==> config.mk <==
export PLATFORM = sky130hd
export DESIGN_NAME = iter_calc
export DESIGN_NICKNAME = d
export VERILOG_FILES = /design/src/rtl/iter_calc.sv
export SDC_FILE = /design/constraint.sdc
export NUM_CORES = 1
export LEC_CHECK = 0
export ABC_AREA = 1
export CAP_MARGIN = 25
export CORE_ASPECT_RATIO = 1.5
export CORE_MARGIN = 2
export CORE_UTILIZATION = 50
export CTS_CLUSTER_SIZE = 16
export DETAILED_ROUTE_END_ITERATION = 10
export PLACE_DENSITY = 0.84
export SKIP_LAST_GASP = 1
export SLEW_MARGIN = 30
export SYNTH_ARGS = -nofsm -noshare
export SYNTH_HDL_FRONTEND = slang
export SYNTH_SLANG_ARGS = --single-unit
==> constraint.sdc <==
create_clock -name clk -period 1.9 [get_ports clk]
set_input_delay 0.285 -clock clk [delete_from_list [all_inputs] [get_ports clk]]
set_output_delay 0.285 -clock clk [all_outputs]
set_load 0.02 [all_outputs]
==> src/rtl/iter_calc.sv <==
// ---------------------------------------------------------------------------
// iter_calc -- iterative arithmetic unit.
//
// Computes either the triangular number T(x) = 1+2+...+x (mode=0) or the
// square x*x (mode=1) by repeated addition, one addition per clock. Results
// that do not fit in OW bits saturate to 2^OW-1 and raise ovf.
//
// Parameters:
//   W   operand width
//   OW  result width (any OW >= 1)
//
// Ports:
//   clk    system clock, rising edge
//   rst    asynchronous reset, active low
//   xval   request strobe, sampled only in IDLE
//   mode   0 = triangular, 1 = square; sampled with xval
//   abort  (only with ITER_CALC_ABORT_EN) abandon the running operation
//   x      operand, sampled with xval
//   busy   high while RUN or DONE
//   y      result, held until the next completed operation
//   yval   one-cycle result-valid pulse
//   ovf    saturation flag, loaded together with y
//
// Optional feature macro: ITER_CALC_ABORT_EN adds the abort input.
// ---------------------------------------------------------------------------
module iter_calc #(
    parameter int W  = 4,
    parameter int OW = 8
) (
    input  logic          clk,
    input  logic          rst,
    input  logic          xval,
    input  logic          mode,
`ifdef ITER_CALC_ABORT_EN
    input  logic          abort,
`endif
    input  logic [W-1:0]  x,
    output logic          busy,
    output logic [OW-1:0] y,
    output logic          yval,
    output logic          ovf
);

    // Sum width large enough that acc + addend never wraps, whatever the
    // relation between W and OW.
    localparam int SW = ((OW > W) ? OW : W) + 1;
    localparam logic [OW:0] ACC_MAX = {1'b0, {OW{1'b1}}};

    typedef enum logic [1:0] {IDLE, RUN, DONE} state_t;

    state_t        state_reg;
    logic [W-1:0]  xr_reg;
    logic          mr_reg;
    logic [OW:0]   acc_reg;
    logic [W-1:0]  cnt_reg;
    logic          sat_reg;
    logic [OW-1:0] y_reg;
    logic          ovf_reg;
    logic          yval_reg;
    logic          busy_reg;

    logic [W-1:0]  addend;
    logic [SW-1:0] sum_wide;
    logic          over;
    logic [OW:0]   acc_next;
    logic          sat_next;
    logic          abort_hit;

`ifdef ITER_CALC_ABORT_EN
    assign abort_hit = abort;
`else
    assign abort_hit = 1'b0;
`endif

    // One saturating addition step of the RUN state.
    always_comb begin
        addend   = mr_reg ? xr_reg : cnt_reg;
        sum_wide = SW'(acc_reg) + SW'(addend);
        over     = (sum_wide > SW'(ACC_MAX));
        acc_next = over ? ACC_MAX : sum_wide[OW:0];
        sat_next = sat_reg | over;
    end

    always_ff @(posedge clk or negedge rst) begin
        if (!rst) begin
            state_reg <= IDLE;
            xr_reg    <= '0;
            mr_reg    <= 1'b0;
            acc_reg   <= '0;
            cnt_reg   <= '0;
            sat_reg   <= 1'b0;
            y_reg     <= '0;
            ovf_reg   <= 1'b0;
            yval_reg  <= 1'b0;
            busy_reg  <= 1'b0;
        end else begin
            case (state_reg)
                IDLE: begin
                    yval_reg <= 1'b0;
                    if (xval) begin
                        xr_reg   <= x;
                        mr_reg   <= mode;
                        acc_reg  <= '0;
                        cnt_reg  <= x;
                        sat_reg  <= 1'b0;
                        busy_reg <= 1'b1;
                        if (x == '0) begin
                            // Nothing to add: result is known immediately.
                            y_reg     <= '0;
                            ovf_reg   <= 1'b0;
                            yval_reg  <= 1'b1;
                            state_reg <= DONE;
                        end else begin
                            state_reg <= RUN;
                        end
                    end
                end
                RUN: begin
                    if (abort_hit) begin
                        // Pending result load is dropped; y/ovf untouched.
                        state_reg <= IDLE;
                        busy_reg  <= 1'b0;
                        yval_reg  <= 1'b0;
                    end else begin
                        acc_reg <= acc_next;
                        cnt_reg <= cnt_reg - W'(1);
                        sat_reg <= sat_next;
                        if (cnt_reg == W'(1)) begin
                            y_reg     <= acc_next[OW-1:0];
                            ovf_reg   <= sat_next;
                            yval_reg  <= 1'b1;
                            state_reg <= DONE;
                        end
                    end
                end
                DONE: begin
                    // Leaves after one cycle, aborted or not.
                    state_reg <= IDLE;
                    busy_reg  <= 1'b0;
                    yval_reg  <= 1'b0;
                end
                default: begin
                    state_reg <= IDLE;
                    busy_reg  <= 1'b0;
                    yval_reg  <= 1'b0;
                end
            endcase
        end
    end

    assign busy = busy_reg;
    assign y    = y_reg;
    assign yval = yval_reg;
    assign ovf  = ovf_reg;

endmodule

# --- After elaboration in Yosys (flattened, before gate mapping) ---
# Cells that the tools add are included.
# W data, S select, Z words.
totals:
  register_bits: 32
  in_bits: 8
  out_inout_bits: 11
  word_cells: 54
op_classes:
  n_addsub: 2
  order_cmp: 1
  n_eq_ne: 5
  n_mux: 26
  bitwise_logic: 2
  n_reduce_logical: 8
ops:
  columns: ["cell", "n"]
  rows:
  - ["$mux W8", 3]
  - ["$mux W9", 2]
  - ["$pmux W9 S2", 1]
  - ["$pmux W8 S2", 1]
  - ["$add A9 B4 Y9", 1]
  - ["$gt A9 B8 Y1 const B", 1]
  - ["$mux W1", 8]
  - ["$mux W4", 2]
  - ["$pmux W1 S2", 4]
  - ["$pmux W4 S2", 1]
  - ["$reduce_and A2 Y1", 4]
  - ["$mux W2", 3]
  - ["$ne A2 B2 Y1 const B", 3]
  - ["$eq A4 B1 Y1 const B", 1]
  - ["$logic_not A4 Y1", 1]
  - ["$pmux W2 S2", 1]
  - ["$reduce_and A4 Y1", 1]
  - ["$sub A4 B1 Y4 const B", 1]
  - ["$eq A2 B1 Y1 const B", 1]
  - ["$logic_not A2 Y1", 1]
  - ["$reduce_bool A2 Y1", 1]
  - ["$not A1 Y1", 1]
  - ["$or A1 B1 Y1", 1]

# --- Logic depth before layout (Yosys ltp) ---
logic_depth:
  word_depth: 6
  mapped_depth: 15
  depth_no_buf: 14

# --- Worst setup path before layout ---
# Ideal clock, no wire load.
synth_path:
  path_type: "register to register"
  start: "register mr_reg"
  end: "register y_reg[5], in the netlist y[5]"
  arrival_ns: 1.909
  slack_ns: -0.127
  stages_incl_launch_ff: 14
  path_buffers: 1
  cell_sequence: "dfrtp_1 clkbuf_1 o21ai_0 ha_1 inv_1 fa_1 inv_1 nand3_2 nand2_4 nand3_4 nand2_8 nand3_2 nand3_1 nand2_1"
synth_between:
  elab_chain_cells: 6
synth_rtl:
  columns: ["item", "line", "source"]
  rows:
  - ["from (decl)", "53", "logic mr_reg;"]
  - ["from (signal assigned)", "102", "mr_reg <= mode;"]
  - ["$mux W4 (*)", "77", "addend = mr_reg ? xr_reg : cnt_reg;"]
  - ["$add A9 B4 Y9 (*)", "78", "sum_wide = SW'(acc_reg) + SW'(addend);"]
  - ["$gt A9 B8 Y1", "79", "over = (sum_wide > SW'(ACC_MAX));"]
  - ["$mux W9 (*)", "80", "acc_next = over ? ACC_MAX : sum_wide[OW:0];"]
  - ["$mux W8 (*)", "128", "if (cnt_reg == W'(1)) begin"]
  - ["$pmux W8 S2 (*)", "97", "case (state_reg)"]
  - ["to (signal assigned)", "129", "y_reg <= acc_next[OW-1:0];"]
  - ["to (decl)", "57", "logic [OW-1:0] y_reg;"]
# Every way passes the cells marked *; elsewhere a longest branch is shown, timed or not. The select of a mux whose other input is x is not followed.
# A chain may end at the register's enable or synchronous reset.

# --- Worst setup path in the final report ---
layout_path:
  start: "register mr_reg"
  end: "register acc_reg[5]"
layout_between:
  elab_chain_cells: 5
layout_rtl:
  columns: ["item", "line", "source"]
  rows:
  - ["$mux W4 (*)", "77", null]
  - ["$add A9 B4 Y9 (*)", "78", null]
  - ["$gt A9 B8 Y1", "79", null]
  - ["$mux W9 (*)", "80", null]
  - ["$pmux W9 S2 (*)", "97", null]
  - ["to (signal assigned)", "125", "acc_reg <= acc_next;"]
  - ["to (decl)", "54", "logic [OW:0] acc_reg;"]
# Every way passes the cells marked *; elsewhere a longest branch is shown, timed or not.

==> results.toml <==
[route]
vias = 1457
drc = 0
avgViaCountPerCell = 5.17
wl_um = 3760
first_pass_iters = 4
wire_per_inst_um = 13.3
antenna_left = 0
drt_iter0_markers = 42

[yosys]
synth_edf_count = 0
yosysTopAreaCell = "dfrtp_1"
ys_ff_latch = 32
syn_area_um2 = 1750
synth_area_per_cell_um2 = 8.30
ys_types = 29
yosys.area.top_type_share_pct = 45.7
syn-num-nets = 226
synth_cells = 211
ys_seq_area_share_pct = 45.7
yosys-top-cells-count = "nand2_1, dfrtp_1, inv_1"
async_flop_share_pct = 100
synth_top_flop_cell = "dfrtp_1"
synthMostInstantiatedCell = "nand2_1"
synth_warnings = 0
synthTopCellsByArea = "dfrtp_1, nand2_1, nand3_1"

[pwr]
seqPwrFrac_pct = 29.0
p_int_mw = 2.23
power_leakage_nw = 1.09
switching_power_mw = 1.75
switching_share_pct = 43.9
power_per_cell_area_nw_per_um2 = 1850
ir_drop_uv = 1180
clockPowerShare_pct = 15.9
pwr-share-comb_pct = 55.1

[timing]
totalNegativeSetupSlack_ns = -0.886
fin_skew_ns = 0.00715
tightest_slew_ns = 0.401
post-route-period-util_pct = 105
relSlewSlack_pct = 73.3
slew_viol_final = 0
hold_viol_final = 0
fin_ws_ns = -0.0926
grt_setup_unrepaired = "yes"
period_minus_slack_ns = 1.99
setup_viol = 18
max_freq_mhz = 502

[global_route]
grt_max_degree = 33
grtUsageTotal_pct = 22.1
grt_pass1_wl_um = 6670
antenna_found_initial = 0
overflow = 0
grt_pass1_vias = 1538

[placed_design]
dp_hpwl_um = 2850
routabilityCongestion = 0.815
portBuffers = 18
preCtsSetupSlack_ns = -0.0969
placedCellCount = 274

[cells_and_area]
diodes = 0
drive_gt1_share_pct = 19.6
nets = 254
fin_util_pct = 63.7
largest_register_ff_count = 9
syn_to_final_growth_pct = 23.1
layout.cells.non_filler = 282

[clocking]
ctsHtreeMaxLevel = 2
clock_sinks = 32
cts_hold_buf = 0
cts_buffers = 5
clk_pin_slew_ns = 0.07
cts_tree = "built"
clockBufferDepth = 2
clkLatencyLatePin_ns = 0.29
cts-root-buf = "clkbuf_8"

[floorplanning]
io_pins = 19
coreArea_um2 = 3380
rows = 26
initial_core_util_pct = 51.7
die_x_um = 52.3
die_h_um = 76.5
die_area_um2 = 4000

[setup_path]
r2r_cells = 12
crit_type = "flip-flop to flip-flop"
critPathMaxFanout = 9
critPathArrivalTime_ns = 2.16
worst_setup_path_start_kind = "flip-flop"
required_ns = 2.07
end_kind = "flip-flop"

[outcome]
status = "finished, violations left"
violations = "setup timing"

[flow_run]
cap_viol_max_count = 0

[worst_hold_path]
min_path_type = "primary input to async pin"
[what timing repair did]
item                       in CTS  in global routing
setup endpoints to repair      18                 18
pin swaps                       2                  3
buffers inserted                0                  0
resized for setup               2                  5
[cell usage in the layout (no fill, tap or decap), types with 2 or more instances in the layout]
master	netlist	final
nand2_1	67	67
dfrtp_1	32	31
inv_1	25	24
clkdlybuf4s50_1	0	18
nand3_1	19	17
buf_4	2	9
o21ai_1	6	8
nand2_2	8	8
nor2_1	7	7
o21ai_0	8	5
nand3_2	4	5
ha_1	6	5
clkbuf_8	0	5
o21ai_2	3	4
inv_2	2	3
o221ai_1	3	3
nand3_4	1	2
nand2_4	2	2
a21oi_1	2	2
[kinds of logic (layout without fill, tap and decap cells)]
family | count (synthesis) | count (layout) | share of synthesized area (%)
compound gates | 24 | 24 | 8.51
xor+xnor | 2 | 2 | 1.00
fa+ha+maj | 7 | 7 | 5.43
buf+inv | 33 | 62 | 7.72
flops | 32 | 32 | 45.7
simple gates | 113 | 113 | 31.6
[path summary, 6_finish.rpt]
kind,slack (ns),end,startpoint
min in group clk,0.48,y[7]$_DFFE_PN0P_,y[7]$_DFFE_PN0P_
max in group asynchronous,1.19,mr_reg$_DFFE_PN0P_,rst
max,-0.09,acc_reg[5]$_DFFE_PN0P_,mr_reg$_DFFE_PN0P_
min,0.39,state_reg[1]$_DFFE_PN0P_,rst
min reg2reg,0.48,y[7]$_DFFE_PN0P_,y[7]$_DFFE_PN0P_
max reg2reg,-0.09,acc_reg[5]$_DFFE_PN0P_,mr_reg$_DFFE_PN0P_
[critical path, cell delays in order (launching register included)]
cell and delay (ns):
dfrtp_2 0.45, o21ai_2 0.13, ha_2 0.18, inv_1 0.05, fa_2 0.34, inv_2 0.08, nand3_4 0.07, nand2_4 0.11
nand3_4 0.09, nand2_8 0.11, nand3_2 0.10, nand2_1 0.08, o21ai_1 0.06
[final cells by class]
| cell class | instances | area (um^2) |
|---|---|---|
| clock buffer | 6 | 72.6 |
| clock inverter | 2 | 35.0 |
| fill | 305 | 1230 |
| inverter | 27 | 101 |
| multi-input combinational | 146 | 843 |
| sequential | 32 | 802 |
| tap | 42 | 52.6 |
| timing repair buffer | 27 | 248 |
[metrics by stage]
| stage | instance area (um^2) | power (mW) | hold slack, ns |
|---|---|---|---|
| floorplan | 1770 | 2.64 | -0.0106 |
| global placement | 2030 | 3.22 | 0.465 |
| detailed placement | 2030 | 3.28 | 0.464 |
| CTS | 2140 | 3.96 | 0.403 |
| global route | 2150 | 4.31 | 0.431 |
| finish | 2150 | 3.99 | 0.388 |
[layer usage]
metal  track usage [%]  part of all wire (%)  up-vias
li1                  -                     -      721
met1              25.2                    38      694
met2              37.0                    56       28
met3              5.69                   2.5       14
met4              10.8                   3.8        0
met5                 0                     0        -
[power groups by stage]
stage,clock network [mW],logic (mW),registers [mW]
6_report,0.635,2.20,1.16
5_1_grt,0.682,2.44,1.19
4_1_cts,0.644,2.17,1.15
3_5_place_dp,0,2.12,1.16
3_3_place_gp,0,2.07,1.15
2_1_floorplan,0,1.43,1.21
(Power assumes the default switching activity.)
